`config.mk`:
```
export PLATFORM = sky130hd
export DESIGN_NAME = wb_port_arbiter
export DESIGN_NICKNAME = d
export VERILOG_FILES = /design/src/rtl/wb_pkg.sv /design/src/rtl/wb_result_fifo.sv /design/src/rtl/wb_port_arbiter.sv
export SDC_FILE = /design/constraint.sdc
export NUM_CORES = 1
export LEC_CHECK = 0
export ABC_AREA = 1
export CAP_MARGIN = 5
export CORE_MARGIN = 5
export CORE_UTILIZATION = 55
export DETAILED_ROUTE_END_ITERATION = 8
export HOLD_SLACK_MARGIN = 0.03
export PLACE_DENSITY = 0.81
export SLEW_MARGIN = 20
export SYNTH_ARGS = -nofsm -noshare
export SYNTH_HDL_FRONTEND = slang
export SYNTH_HIERARCHICAL = 1
export SYNTH_SLANG_ARGS = --single-unit
```
`constraint.sdc`:
```
create_clock -name clk -period 2.65 [get_ports clk]
set_input_delay 0.265 -clock clk [delete_from_list [all_inputs] [get_ports clk]]
set_output_delay 0.265 -clock clk [all_outputs]
set_load 0.02 [all_outputs]
```
`src/rtl/wb_pkg.sv`:
```
// Shared types and constants for the register-file writeback port arbiter.
// Payload widths default the arbiter parameters.
package wb_pkg;

    localparam int WB_DATA_W = 24;
    localparam int WB_ADDR_W = 4;

    typedef struct packed {
        logic                 we;
        logic [WB_ADDR_W-1:0] waddr;
        logic [WB_DATA_W-1:0] wdata;
    } wb_req_t;

    typedef enum logic {
        ARB_NORMAL = 1'b0,
        ARB_FORCE  = 1'b1
    } arb_state_e;

endpackage

```
`src/rtl/wb_result_fifo.sv`:
```
// Small synchronous FIFO buffering multi-cycle results awaiting a write slot.
// The caller gates push/pop; pointers wrap naturally (DEPTH is a power of two).
module wb_result_fifo #(
    parameter int DEPTH = 4,
    parameter int WIDTH = 28
) (
    input  logic                       clk,
    input  logic                       rst_n,
    input  logic                       push,
    input  logic [WIDTH-1:0]           din,
    input  logic                       pop,
    output logic [WIDTH-1:0]           dout,
    output logic [$clog2(DEPTH):0]     count
);

    localparam int PW = $clog2(DEPTH);
    localparam int CW = PW + 1;

    logic [WIDTH-1:0] mem [DEPTH];
    logic [PW-1:0]    wr_ptr;
    logic [PW-1:0]    rd_ptr;

    always_ff @(posedge clk) begin
        if (push) begin
            mem[wr_ptr] <= din;
        end
    end

    always_ff @(posedge clk or negedge rst_n) begin
        if (!rst_n) begin
            wr_ptr <= '0;
            rd_ptr <= '0;
            count  <= '0;
        end else begin
            if (push) begin
                wr_ptr <= wr_ptr + PW'(1);
            end
            if (pop) begin
                rd_ptr <= rd_ptr + PW'(1);
            end
            case ({push, pop})
                2'b10:   count <= count + CW'(1);
                2'b01:   count <= count - CW'(1);
                default: count <= count;
            endcase
        end
    end

    assign dout = mem[rd_ptr];

endmodule

```
`src/rtl/wb_port_arbiter.sv`:
```
// Shares the register-file write port between pipeline writeback and
// buffered multi-cycle results, with a starvation guard forcing a drain.
module wb_port_arbiter
    import wb_pkg::*;
#(
    parameter int DATA_W     = WB_DATA_W,
    parameter int ADDR_W     = WB_ADDR_W,
    parameter int FIFO_DEPTH = 4,
    parameter int STARVE_MAX = 3
) (
    input  logic                         clk,
    input  logic                         rst_n,
    input  logic                         pipe_we,
    input  logic [ADDR_W-1:0]            pipe_waddr,
    input  logic [DATA_W-1:0]            pipe_wdata,
    output logic                         pipe_stall,
    input  logic                         mc_valid,
    output logic                         mc_ready,
    input  logic [ADDR_W-1:0]            mc_waddr,
    input  logic [DATA_W-1:0]            mc_wdata,
    output logic                         rf_we,
    output logic [ADDR_W-1:0]            rf_waddr,
    output logic [DATA_W-1:0]            rf_wdata,
    output logic [$clog2(FIFO_DEPTH):0]  fifo_count
);

    localparam int CW = $clog2(FIFO_DEPTH) + 1;
    localparam int SW = $clog2(STARVE_MAX + 1);

    arb_state_e state_q, state_d;
    logic [SW-1:0] starve_q, starve_d;

    logic                 push;
    logic                 pipe_gnt;
    logic                 fifo_gnt;
    logic                 fifo_busy;
    logic [ADDR_W-1:0]    head_addr;
    logic [DATA_W-1:0]    head_data;

    // Readiness comes from the registered count only: no push into a
    // full buffer even when the same cycle pops.
    assign mc_ready  = (fifo_count != CW'(FIFO_DEPTH));
    assign push      = mc_valid && mc_ready;
    assign fifo_busy = (fifo_count != '0);

    wb_result_fifo #(
        .DEPTH (FIFO_DEPTH),
        .WIDTH (ADDR_W + DATA_W)
    ) u_fifo (
        .clk   (clk),
        .rst_n (rst_n),
        .push  (push),
        .din   ({mc_waddr, mc_wdata}),
        .pop   (fifo_gnt),
        .dout  ({head_addr, head_data}),
        .count (fifo_count)
    );

    always_ff @(posedge clk or negedge rst_n) begin
        if (!rst_n) begin
            state_q  <= ARB_NORMAL;
            starve_q <= '0;
        end else begin
            state_q  <= state_d;
            starve_q <= starve_d;
        end
    end

    always_comb begin
        state_d  = ARB_NORMAL;
        starve_d = '0;
        pipe_gnt = 1'b0;
        fifo_gnt = 1'b0;
        unique case (state_q)
            ARB_FORCE: begin
                fifo_gnt = 1'b1;
            end
            ARB_NORMAL: begin
                if (pipe_we) begin
                    pipe_gnt = 1'b1;
                    if (fifo_busy) begin
                        if (starve_q == SW'(STARVE_MAX - 1)) begin
                            state_d = ARB_FORCE;
                        end else begin
                            starve_d = starve_q + SW'(1);
                        end
                    end
                end else if (fifo_busy) begin
                    fifo_gnt = 1'b1;
                end
            end
        endcase
    end

    assign pipe_stall = (state_q == ARB_FORCE);

    always_ff @(posedge clk or negedge rst_n) begin
        if (!rst_n) begin
            rf_we    <= 1'b0;
            rf_waddr <= '0;
            rf_wdata <= '0;
        end else begin
            rf_we <= pipe_gnt || fifo_gnt;
            if (pipe_gnt) begin
                rf_waddr <= pipe_waddr;
                rf_wdata <= pipe_wdata;
            end else if (fifo_gnt) begin
                rf_waddr <= head_addr;
                rf_wdata <= head_data;
            end
        end
    end

endmodule

```
==> metrics.yaml, run 1 <==
synth_cell_types: 26
clockBufferDepth: 2
grtUsageTotal_pct: 19.9
fin_crit_sh_pct: 77.6
die-area_mm2: 0.0146
grt_pass1_wl_mm: 22.5
areaGrowthSynthToFinish_pct: 23.1
top_layer: "met4"
final.min_clock_period_ns: 2.06
drv_slew: 0
root_buffer: "clkbuf_16"
postCtsHoldBufs: 1
powerDensity_mw_per_mm2: 1100
whs_ns: 0.471
fin_setup_tns_ns: 0
avgSynthCellArea_um2: 10.2
min_path_type: "register to register"
routabilityCongestion: 0.785
yosysTopAreaCellShare_pct: 49.8
yosysWarnings: 6
globalRoute.totalOverflow: 0
wl_met2_mm: 6.55
ctsHtreeMaxLevel: 4
relSlewSlack_pct: 43.6
finClkSkew_ns: 0.00891
drc: 0
path_cells: "nor2_4, nand2_1, inv_1, o21ai_0, ha_1, fa_1, nand2_1, nand3_1, nand2_1, nand2_1"
wire_per_inst_um: 14.7
pre_cts_ws_ns: 0.444
fmax_mhz: 486
final_area_mm2: 0.00831
pin_count: 94
r2r_slack_ns: 0.59
start_util_pct: 56.2
cpPeakStageDelay_ns: 0.45
yosys.area.top_type: "edfxtp_1"
cts_tree: "yes"
io_buffers: 93
vias_per_cell: 4.97
fillerInstances: 844
cp_max_fo: 5
ys_ff_latch: 151
dr_total_vias: 4557
syn_area_mm2: 0.00675
status: "finished clean"
antenna_found_initial: 0
path_class: "register to register"
rsz0062_at_grt: "no"
routed_wl_mm: 13.4
synth_nets: 726
first_pass_iters: 5
fp.dieW_um: 121
clk_latency_ns: 0.41
p_leak_uw: 0.00371
end_kind: "register"
cts_resized: 0
cts_buffers: 17
core-area_mm2: 0.0120
cts.clk_slew.worst_paths_ns: 0.06
required_ns: 2.95
arrival_ns: 2.36
die_y_um: 121
hold_viol_final: 0
grt_pass1_vias: 4607
clock-sinks: 151
start_kind: "register"
crit_buf_inv: 1
drive_gt1_share_pct: 10.5
dp_hpwl_mm: 8.91
rows: 40
setup_slack_ns: 0.594
crit_family: "adder cells"
syn_inst: 660
nNetsFinal: 822
placed_area_mm2: 0.00776
seq_area_frac_synth_pct: 64.3
slowest_stage: "dfrtp_1"
setup_viol_count_final: 0
wl_met3_um: 733
cap_viol_max_count: 0
drt-initial-drc-count: 362
wl_met1_mm: 5.95
post_cts_buffers: 0
postRouteAntennaNets: 0
grt_max_degree: 62
cp_common_cell: "nand2_1"
ys_top_cells_by_area: "edfxtp_1 (50%), nand2_1 (16%), dfrtp_1 (14%)"
n_antenna_cell: 0
worstMarginPinSlew_ns: 0.846
ir_drop_v: 0.000519
where the power goes:
| group | switching [µW] | internal [µW] |
|---|---|---|
| clock network | 895 | 1280 |
| registers | 412 | 3210 |
| logic | 1980 | 1340 |
cells in the final DEF, fill, tap and decap left out, types with 2 or more instances in the layout:
master	Yosys	layout
nand2_2	9	9
dfrtp_1	39	38
clkinvlp_4	0	2
inv_2	1	2
nand4_1	2	2
clkbuf_16	0	17
o21ai_0	3	3
o211ai_2	22	22
nor2_1	55	55
buf_12	1	3
clkbuf_1	1	2
clkinv_2	0	3
buf_4	9	11
clkinv_1	0	3
nor2_4	3	3
ha_1	5	5
clkdlybuf4s50_1	0	92
clkinv_4	0	2
o211ai_1	6	6
edfxtp_1	112	112
xor2_1	3	3
nand3_1	2	2
inv_6	0	2
inv_1	73	72
nand2_1	288	288
through the flow:
step                total power, µW  util (%)  instances
finish                         9120      69.2        916
global route                   9730      69.2        916
CTS                            9200      69.2        916
detailed placement             6990      64.6        883
global placement               6840      64.6        883
floorplan                      5880         -        660
layer usage:
metal	vias up	track usage (%)
met5	-	0
met4	0	7.37
met3	15	4.82
met2	121	32.8
met1	2138	25.6
li1	2283	-
cells by family after synthesis:
group | count (synthesis) | share of synthesized area, %
fa+ha+maj | 6 | 1.22
flops | 151 | 64.3
simple gates | 362 | 21.1
xor+xnor | 4 | 0.519
compound gates | 32 | 5.08
buf+inv | 105 | 7.78
cell usage after synthesis (all sizes together):
library cell  count
nand4             2
nor3              2
nand2           298
nand3             2
xnor2             1
dfrtp            39
clkbuf            1
edfxtp          112
nor2             58
inv              74
ha                5
fa                1
o211ai           28
a21boi            1
o21ai             3
buf              30
xor2              3
path summary, 6_finish.rpt:
| check | endpoint | from | cells past startpoint |
|---|---|---|---|
| min reg2reg | rf_wdata[2] | rf_wdata[2] | 2 |
| max in group asynchronous | u_fifo/rd_ptr[0] | rst_n | 2 |
| min | rf_wdata[2] | rf_wdata[2] | 2 |
| min in group asynchronous | rf_we | rst_n | 2 |
| max reg2reg | u_fifo/count[2] | u_fifo/count[1] | 10 |
| max | u_fifo/count[2] | u_fifo/count[1] | 10 |
worst reg2reg max path: stages, from the launching register on:
cell     delay [ns]
dfrtp_1        0.45
nor2_4         0.17
nand2_1        0.09
inv_1          0.10
o21ai_0        0.17
ha_1           0.29
fa_1           0.40
nand2_1        0.10
nand3_1        0.08
nand2_1        0.06
nand2_1        0.05
area by class of cell:
| type | instances | area, µm² | share of cell area, % |
|---|---|---|---|
| Timing Repair Buffer | 108 | 1080 | 13.0 |
| Clock inverter | 13 | 106 | 1.28 |
| Inverter | 74 | 278 | 3.34 |
| Sequential cell | 151 | 4340 | 52.3 |
| Clock buffer | 19 | 433 | 5.21 |
| Tap cell | 147 | 184 | 2.21 |
| Multi-Input combinational cell | 404 | 1890 | 22.7 |
sequential cells by signal, indices dropped and copies added, names as in the netlist, 2 cells and up:
register / cells
u_fifo/rd_ptr: 2
rf_wdata: 24
u_fifo/mem: 112
starve_q: 2
u_fifo/count: 3
rf_waddr: 4
u_fifo/wr_ptr: 2
Power figures use the tool's default switching activity.
==> run 2, diff against run 1 <==
CORE_UTILIZATION = 49   (was 55)
PLACE_DENSITY = 0.77   (was 0.81)
clock period = 1.87 ns   (was 2.65 ns; I/O delays follow)
==> metrics.yaml, run 2 (synthesis gave the netlist of run 1 again) <==
routed_wl_mm: 13.5
root_buffer: "clkbuf_16"
reg_top3: "u_fifo/mem (112), rf_wdata (24), rf_waddr (4)"
relSlewSlack_pct: 64.7
powerDensity_mw_per_mm2: 1580
start_kind: "register"
drive_gt1_share_pct: 12.6
core-area_mm2: 0.0134
pin_count: 94
grt_pass1_wl_mm: 22.0
drt-initial-drc-count: 309
die-area_mm2: 0.0162
ir_drop_v: 0.000704
p_leak_uw: 0.00377
cts_tree: "yes"
mostFrequentLayoutCell: "nand2_1"
dp_hpwl_mm: 8.99
arrival_ns: 2.20
cts.clk_slew.worst_paths_ns: 0.06
status: "finished clean"
fin_crit_sh_pct: 99.1
largest_register_ffs: 112
ctsHtreeMaxLevel: 4
first_pass_iters: 4
hold_viol_final: 0
fmax_mhz: 540
fp.dieW_um: 127
cap_viol_max_count: 0
cp_max_fo: 5
min_path_type: "primary input to asynchronous set/reset pin"
n_antenna_cell: 0
final_cell_mix: "nand2_1 (287), edfxtp_1 (112), clkdlybuf4s50_1 (92)"
vias_per_cell: 4.74
final.min_clock_period_ns: 1.85
grt_max_degree: 75
start_util_pct: 50.4
cts_buffers: 17
end_kind: "register"
drv_slew: 0
finClkSkew_ns: 0.00464
worstMarginPinSlew_ns: 0.530
antenna_found_initial: 0
top_register: "u_fifo/mem"
clockBufferDepth: 2
whs_ns: 0.291
clock-sinks: 151
nNetsFinal: 828
path_class: "register to register"
fin_setup_tns_ns: 0
rsz0062_at_grt: "yes"
postRouteAntennaNets: 0
grt_pass1_vias: 4429
dr_total_vias: 4508
fillerInstances: 985
drc: 0
required_ns: 2.22
globalRoute.totalOverflow: 0
clk_latency_ns: 0.41
io_buffers: 93
r2r_slack_ns: 0.02
wire_per_inst_um: 14.2
setup_viol_count_final: 0
routabilityCongestion: 0.754
grtUsageTotal_pct: 17.4
rows: 42
die_y_um: 127
areaGrowthSynthToFinish_pct: 26.5
run 2: layout make-up:
cell class	count	area, µm²	share of cell area [%]
timing repair buffer	114	1200	14.0
clock buffer	17	425	4.98
sequential	151	4350	50.9
tap	176	220	2.58
inverter	74	278	3.25
multi-input combinational	404	1890	22.2
clock inverter	15	180	2.11
run 2: critical path, cell delays in order (launching register included):
cell     delay (ns)
dfrtp_2        0.42
nor2_4         0.15
nand2_1        0.09
inv_1          0.09
o21ai_1        0.09
ha_2           0.21
fa_2           0.35
inv_1          0.09
nand2_1        0.09
nand3_1        0.08
nand2_1        0.07
nand2_1        0.06
run 2: metrics by stage:
stage / std cells / worst slack, ns / utilization [%] / total power, µW / area [µm²]
floorplan: 660 / 0.0112 / - / 8340 / 6760
global placement: 916 / -0.0703 / 59.0 / 9870 / 7900
detailed placement: 916 / -0.210 / 59.0 / 10100 / 7900
CTS: 951 / 0.0202 / 63.7 / 13600 / 8540
global route: 951 / -0.0615 / 63.8 / 14300 / 8540
finish: 951 / 0.0167 / 63.8 / 13500 / 8540
run 2: per-layer routing:
metal | wire, µm | GRT usage, %
met2 | 6840 | 28.4
met5 | 0 | 0
met1 | 5660 | 22.0
met3 | 813 | 5.55
met4 | 173 | 5.87
run 2: repair_timing:
action	in CTS	in global routing
hold buffers	1	0
endpoints found under the hold margin	23	0
pin swaps	1	1
setup endpoints to repair	1	2
buffers inserted	2	0
gates resized for setup	2	3
run 2: path summary, 6_finish.rpt:
path / start / end / cells after the start
min in group clk: mc_wdata[22] / u_fifo/mem[1][22] / 1
worst max-delay path: u_fifo/count[1] / u_fifo/count[2] / 11
worst min register to register: rf_wdata[2] / rf_wdata[2] / 2
max in group asynchronous: rst_n / rf_wdata[10] / 3
worst min-delay path: rst_n / u_fifo/count[0] / 2
worst max register to register: u_fifo/count[1] / u_fifo/count[2] / 11
run 2: power breakdown:
part           internal (µW)  total (µW)  switching [µW]
clock network           2100        3400            1300
registers               4560        4950             385
logic                   2060        5120            3060
==> run 3, diff against run 2 <==
--- a/constraint.sdc
+++ b/constraint.sdc
@@ -3,2 +3,2 @@
 set_output_delay 0.187 -clock clk [all_outputs]
-set_load 0.02 [all_outputs]
+set_load 0.05 [all_outputs]
==> metrics.yaml, run 3 (synthesis gave the netlist of run 1 again) <==
path_class: "register to output port"
ir_drop_v: 0.000804
cts_tree: "yes"
crit_family: "buffers and inverters"
fillerInstances: 1011
mostFrequentLayoutCell: "nand2_1"
clk_latency_ns: 0.42
dp_hpwl_mm: 9.28
ctsHtreeMaxLevel: 4
grtUsageTotal_pct: 17.7
final_cell_mix: "nand2_1 (287), edfxtp_1 (112), clkdlybuf4s50_1 (87)"
placed_area_mm2: 0.00797
status: "finished clean"
routabilityCongestion: 0.796
start_kind: "register"
io_buffers: 93
reg_top3: "u_fifo/mem (112), rf_wdata (24), rf_waddr (4)"
n_antenna_cell: 0
cp_max_fo: 2
final.min_clock_period_ns: 1.80
fin_crit_sh_pct: 96.4
min_path_type: "primary input to register"
drc: 0
cpPeakStageDelay_ns: 0.83
path_cells: "clkdlybuf4s50_1"
finClkSkew_ns: 0.00791
dr_total_vias: 4575
cap_viol_max_count: 0
dp_cells: 922
rows: 42
antenna_found_initial: 0
fmax_mhz: 555
grt_pass1_vias: 4454
pin_count: 94
slowest_stage: "clkdlybuf4s50_1"
multi_input_area_mm2: 0.00189
crit_buf_inv: 1
wire_per_inst_um: 14.3
powerDensity_mw_per_mm2: 1670
postRouteAntennaNets: 0
first_pass_iters: 5
top_register: "u_fifo/mem"
p_leak_uw: 0.00380
clock-sinks: 151
root_buffer: "clkbuf_16"
drive_gt1_share_pct: 13.6
largest_register_ffs: 112
worstMarginPinSlew_ns: 0.875
clockBufferDepth: 2
cts.clk_slew.worst_paths_ns: 0.06
whs_ns: 0.404
vias_per_cell: 4.78
arrival_ns: 1.62
globalRoute.totalOverflow: 0
cts_buffers: 17
fp.dieW_um: 127
final-seq-area_mm2: 0.00435
grt_pass1_wl_mm: 22.4
required_ns: 1.68
routed_wl_mm: 13.7
fin_cells: 957
die-area_mm2: 0.0162
final_area_mm2: 0.00859
core-area_mm2: 0.0134
drv_slew: 0
die_y_um: 127
relSlewSlack_pct: 41.7
end_kind: "output port"
rsz0062_at_grt: "no"
start_util_pct: 50.4
drt-initial-drc-count: 375
hold_viol_final: 0
nNetsFinal: 834
setup_viol_count_final: 0
grt_max_degree: 40
total_power_uw: 14300
areaGrowthSynthToFinish_pct: 27.2
==> run 3: cell types whose count changed in the layout (fill, tap and decap cells not counted), sizes merged <==
| cell | change |
|---|---|
| dlymetal6s2s | +2 |
| clkdlybuf4s50 | -5 |
| clkinv | +4 |
| clkbuf | +1 |
| buf | +6 |
| dlygate4sd2 | +3 |
| inv | -5 |
==> run 3: worst paths after layout <==
| check | startpoint | to | slack, ns | cells past startpoint |
|---|---|---|---|---|
| setup / recovery | rf_wdata[21] | rf_wdata[21] | 0.07 | 1 |
| hold / removal | mc_wdata[11] | u_fifo/mem[0][11] | 0.40 | 1 |
| setup reg to reg | u_fifo/count[1] | u_fifo/count[2] | 0.12 | 10 |
| hold reg to reg | rf_wdata[2] | rf_wdata[2] | 0.47 | 2 |
| max in group asynchronous | rst_n | u_fifo/rd_ptr[0] | 0.81 | 2 |
| min in group asynchronous | rst_n | u_fifo/count[2] | 0.42 | 2 |
==> run 3: metrics by stage <==
stage               utilization [%]  setup WS [ns]  setup TNS, ns
global route                   64.1        0.00348              0
detailed placement             59.5        -0.0617        -0.0617
floorplan                         -        -0.0313        -0.0313
finish                         64.1         0.0678              0
global placement               59.5        0.00997              0
CTS                            63.9       0.000540              0
==> run 3: layout make-up <==
cell class	count	area share [%]
repair buffers	120	14.5
flip-flops and latches	151	50.6
clock buffers	18	5.00
inverters	74	3.41
clock inverters	14	1.85
multi-input cells	404	22.1
well taps	176	2.56
==> run 3: metal layers <==
layer	GRT usage [%]	vias up	routed length [µm]
met5	0	-	0
met4	6.75	0	228
met3	4.47	20	927
met2	29.5	135	6860
met1	22.3	2121	5650
li1	-	2299	-
==> run 3: what timing repair did <==
item                       in CTS  in global routing
setup endpoints to repair       3                  3
hold buffers                    1                  0
resized for setup               3                  5
pin swaps                       0                  1
buffers inserted                0                  2
hold endpoints to repair       39                  0
==> run 3: power breakdown <==
part / total (µW) / switching (µW) / internal (µW) / leakage, µW
Clock: 3350 / 1270 / 2080 / 0.000284
Combinational: 5900 / 3800 / 2100 / 0.00202
Sequential: 5060 / 502 / 4560 / 0.00149
==> edit: new RTL, settings of run 3 <==
Set the parameter `FIFO_DEPTH` to 2 (it was 4).
--- a/src/rtl/wb_port_arbiter.sv
+++ b/src/rtl/wb_port_arbiter.sv
@@ -5,7 +5,7 @@
 #(
     parameter int DATA_W     = WB_DATA_W,
     parameter int ADDR_W     = WB_ADDR_W,
-    parameter int FIFO_DEPTH = 4,
+    parameter int FIFO_DEPTH = 2,
     parameter int STARVE_MAX = 3
 ) (
     input  logic                         clk,
Interface: changed (resized fifo_count); port bits go from 94 to 93. The function was not compared with the original's and may differ.
==> edit against run 3 <==
  * Via count shrank 32%
  * Final cell count shrank 36%
  * Cell area shrank 39%
  * Worst setup slack gained 0.0063 ns
  * Wire length shrank 34%
  * Total power shrank 43%
  * Count of clock-buffer cells in the layout shrank 9
  * Synthesized area shrank 40%
  * Clock power shrank 62%
  * Sequential cell count shrank 59
==> edit: results (changes against run 3) <==
The largest net degree at the start of global routing was 39 (was 40). The clock tree root buffer cell is sky130_fd_sc_hd__clkbuf_8 (was sky130_fd_sc_hd__clkbuf_16). The sequential cell area fraction in the yosys report came to 0.642 (was 0.643). The start point of the worst hold path was mc_wdata[12] (was mc_wdata[11]). The mean routed wirelength per cell came out at 14.8 um (was 14.3 um). The routed via count is 3,095 (was 4,575). Outcome: complete, no violations (unchanged). The number of buffers added by the clock tree synthesis step came out at 9 (was 17). The relative max-transition margin came out at 0.457 (was 0.417).

The final weighted congestion of routability-driven global placement is 0.844 (was 0.796). The total of fill cells in the finished design is 697 (was 1,011). The peak supply drop came out at 0.000719 V (was 0.000804 V).

The number of DRC markers after the initial detailed-route iteration was 156 (was 375). The final net count came out at 560 (was 834). The number of distinct library cells after synthesis came out at 24 (was 26).

The cell count of the worst reg-to-reg path came out at 8 (was 10). The start point of the critical path is u_fifo/count[1]$_DFFE_PN0P_ (was rf_wdata[21]$_DFFE_PN0P_). The clock input transition at the sequential cells of the worst setup and hold paths came to 0.10 ns (was 0.06 ns). The total net switching power came to 3.54 mW (was 5.57 mW). The layout cell share with drive strength beyond 1 is 0.0873 (was 0.136). Largest registers: u_fifo/mem x56, rf_wdata x24, rf_waddr x4 (was u_fifo/mem x112, rf_wdata x24, rf_waddr x4).

Synth cell count leaders: sky130_fd_sc_hd__nand2_1, sky130_fd_sc_hd__edfxtp_1, sky130_fd_sc_hd__inv_1 (unchanged). The share of async-settable or async-resettable flops after synthesis is 0.391 (was 0.258). The H-tree level count came out at 3 (was 4). The largest fanout on the critical path is 7 (was 2).

The estimated wirelength of the detail-placed design came out at 6350 um (was 9280 um). The count of buffers inserted at the top-level ports is 92 (was 93). The clock skew is 0.0129 ns (was 0.00791 ns). The number of global-route vias before repair is 3,026 (was 4,454). The post-synthesis net count is 466 (was 726). The end of the worst register-to-register path is u_fifo/count[1]$_DFFE_PN0P_ (was u_fifo/count[2]$_DFFE_PN0P_). Cells taking the most area after synthesis: sky130_fd_sc_hd__edfxtp_1, sky130_fd_sc_hd__dfrtp_1, sky130_fd_sc_hd__nand2_1 (was sky130_fd_sc_hd__edfxtp_1, sky130_fd_sc_hd__nand2_1, sky130_fd_sc_hd__dfrtp_1). The terminating pin of the worst hold path is u_fifo/mem[0][12]$_DFFE_PP_ (was u_fifo/mem[0][11]$_DFFE_PP_).

The count of TritonRoute iterations in the first routing pass is 4 (was 5). The number of synthesized flops with an enable pin came out at 56 (was 112).
==> edit: changes by cell type after synthesis, sizes merged, moves of 27 or more <==
cell and change:
edfxtp -56, inv -35, nand2 -151, nand3 +29
nand4 +27, nor2 -55, o211ai -28, o21ai +27
==> edit: layout make-up <==
cell class                      count  area, sq um  share of cell area
Timing Repair Buffer              110         1080               0.205
Clock buffer                        9          124              0.0236
Inverter                           39          150              0.0286
Sequential cell                    92         2590               0.492
Tap cell                          105          131              0.0250
Multi-Input combinational cell    247         1120               0.214
Clock inverter                      7         65.1              0.0124
==> edit: worst max-delay path by stage <==
stage	end	cells past startpoint
floorplan	u_fifo/mem[0][0]$_DFFE_PP_	4
global placement	u_fifo/count[1]$_DFFE_PN0P_	8
detailed placement	u_fifo/count[1]$_DFFE_PN0P_	8
CTS	fifo_count[0]	1
global route	fifo_count[0]	1
finish	fifo_count[1]	1
==> edit: what timing repair did <==
item                      in CTS  in global routing
hold endpoints to repair      36                  0
hold buffers                   1                  0
gates resized for setup        0                  0
==> edit: logic make-up after synthesis <==
kind of cell    Yosys count  synth area share
compound gates           31            0.0410
xor+xnor                  3           0.00653
fa+ha+maj                 1           0.00311
buf+inv                  66            0.0811
flops                    92             0.642
simple gates            212             0.227
==> edit: power groups by stage <==
stage / sequential (mW) / clock (mW) / combinational (mW)
2_1_floorplan: 4.22 / 0 / 1.43
3_3_place_gp: 3.17 / 0 / 3.62
3_5_place_dp: 3.18 / 0 / 3.70
4_1_cts: 3.15 / 1.29 / 3.71
5_1_grt: 3.21 / 1.37 / 3.99
6_report: 3.15 / 1.26 / 3.69
==> edit: per-stage QoR <==
step           cell area, sq um  utilization  cells  hold WS (ns)  setup WS, ns
2_1_floorplan              4040            -    405        -0.109        0.0268
3_3_place_gp               5060        0.625    592         0.311         0.130
3_5_place_dp               5060        0.625    592         0.315        0.0321
4_1_cts                    5260        0.650    609         0.397        0.0499
5_1_grt                    5260        0.650    609         0.396        0.0221
6_report                   5260        0.650    609         0.409        0.0741
==> edit: routing by layer <==
| layer | wire length, um | GRT usage | part of all wire |
|---|---|---|---|
| met2 | 4280 | 0.288 | 0.47 |
| met5 | 0 | 0 | 0 |
| met3 | 506 | 0.0325 | 0.056 |
| met1 | 4090 | 0.267 | 0.45 |
| met4 | 145 | 0.0653 | 0.016 |
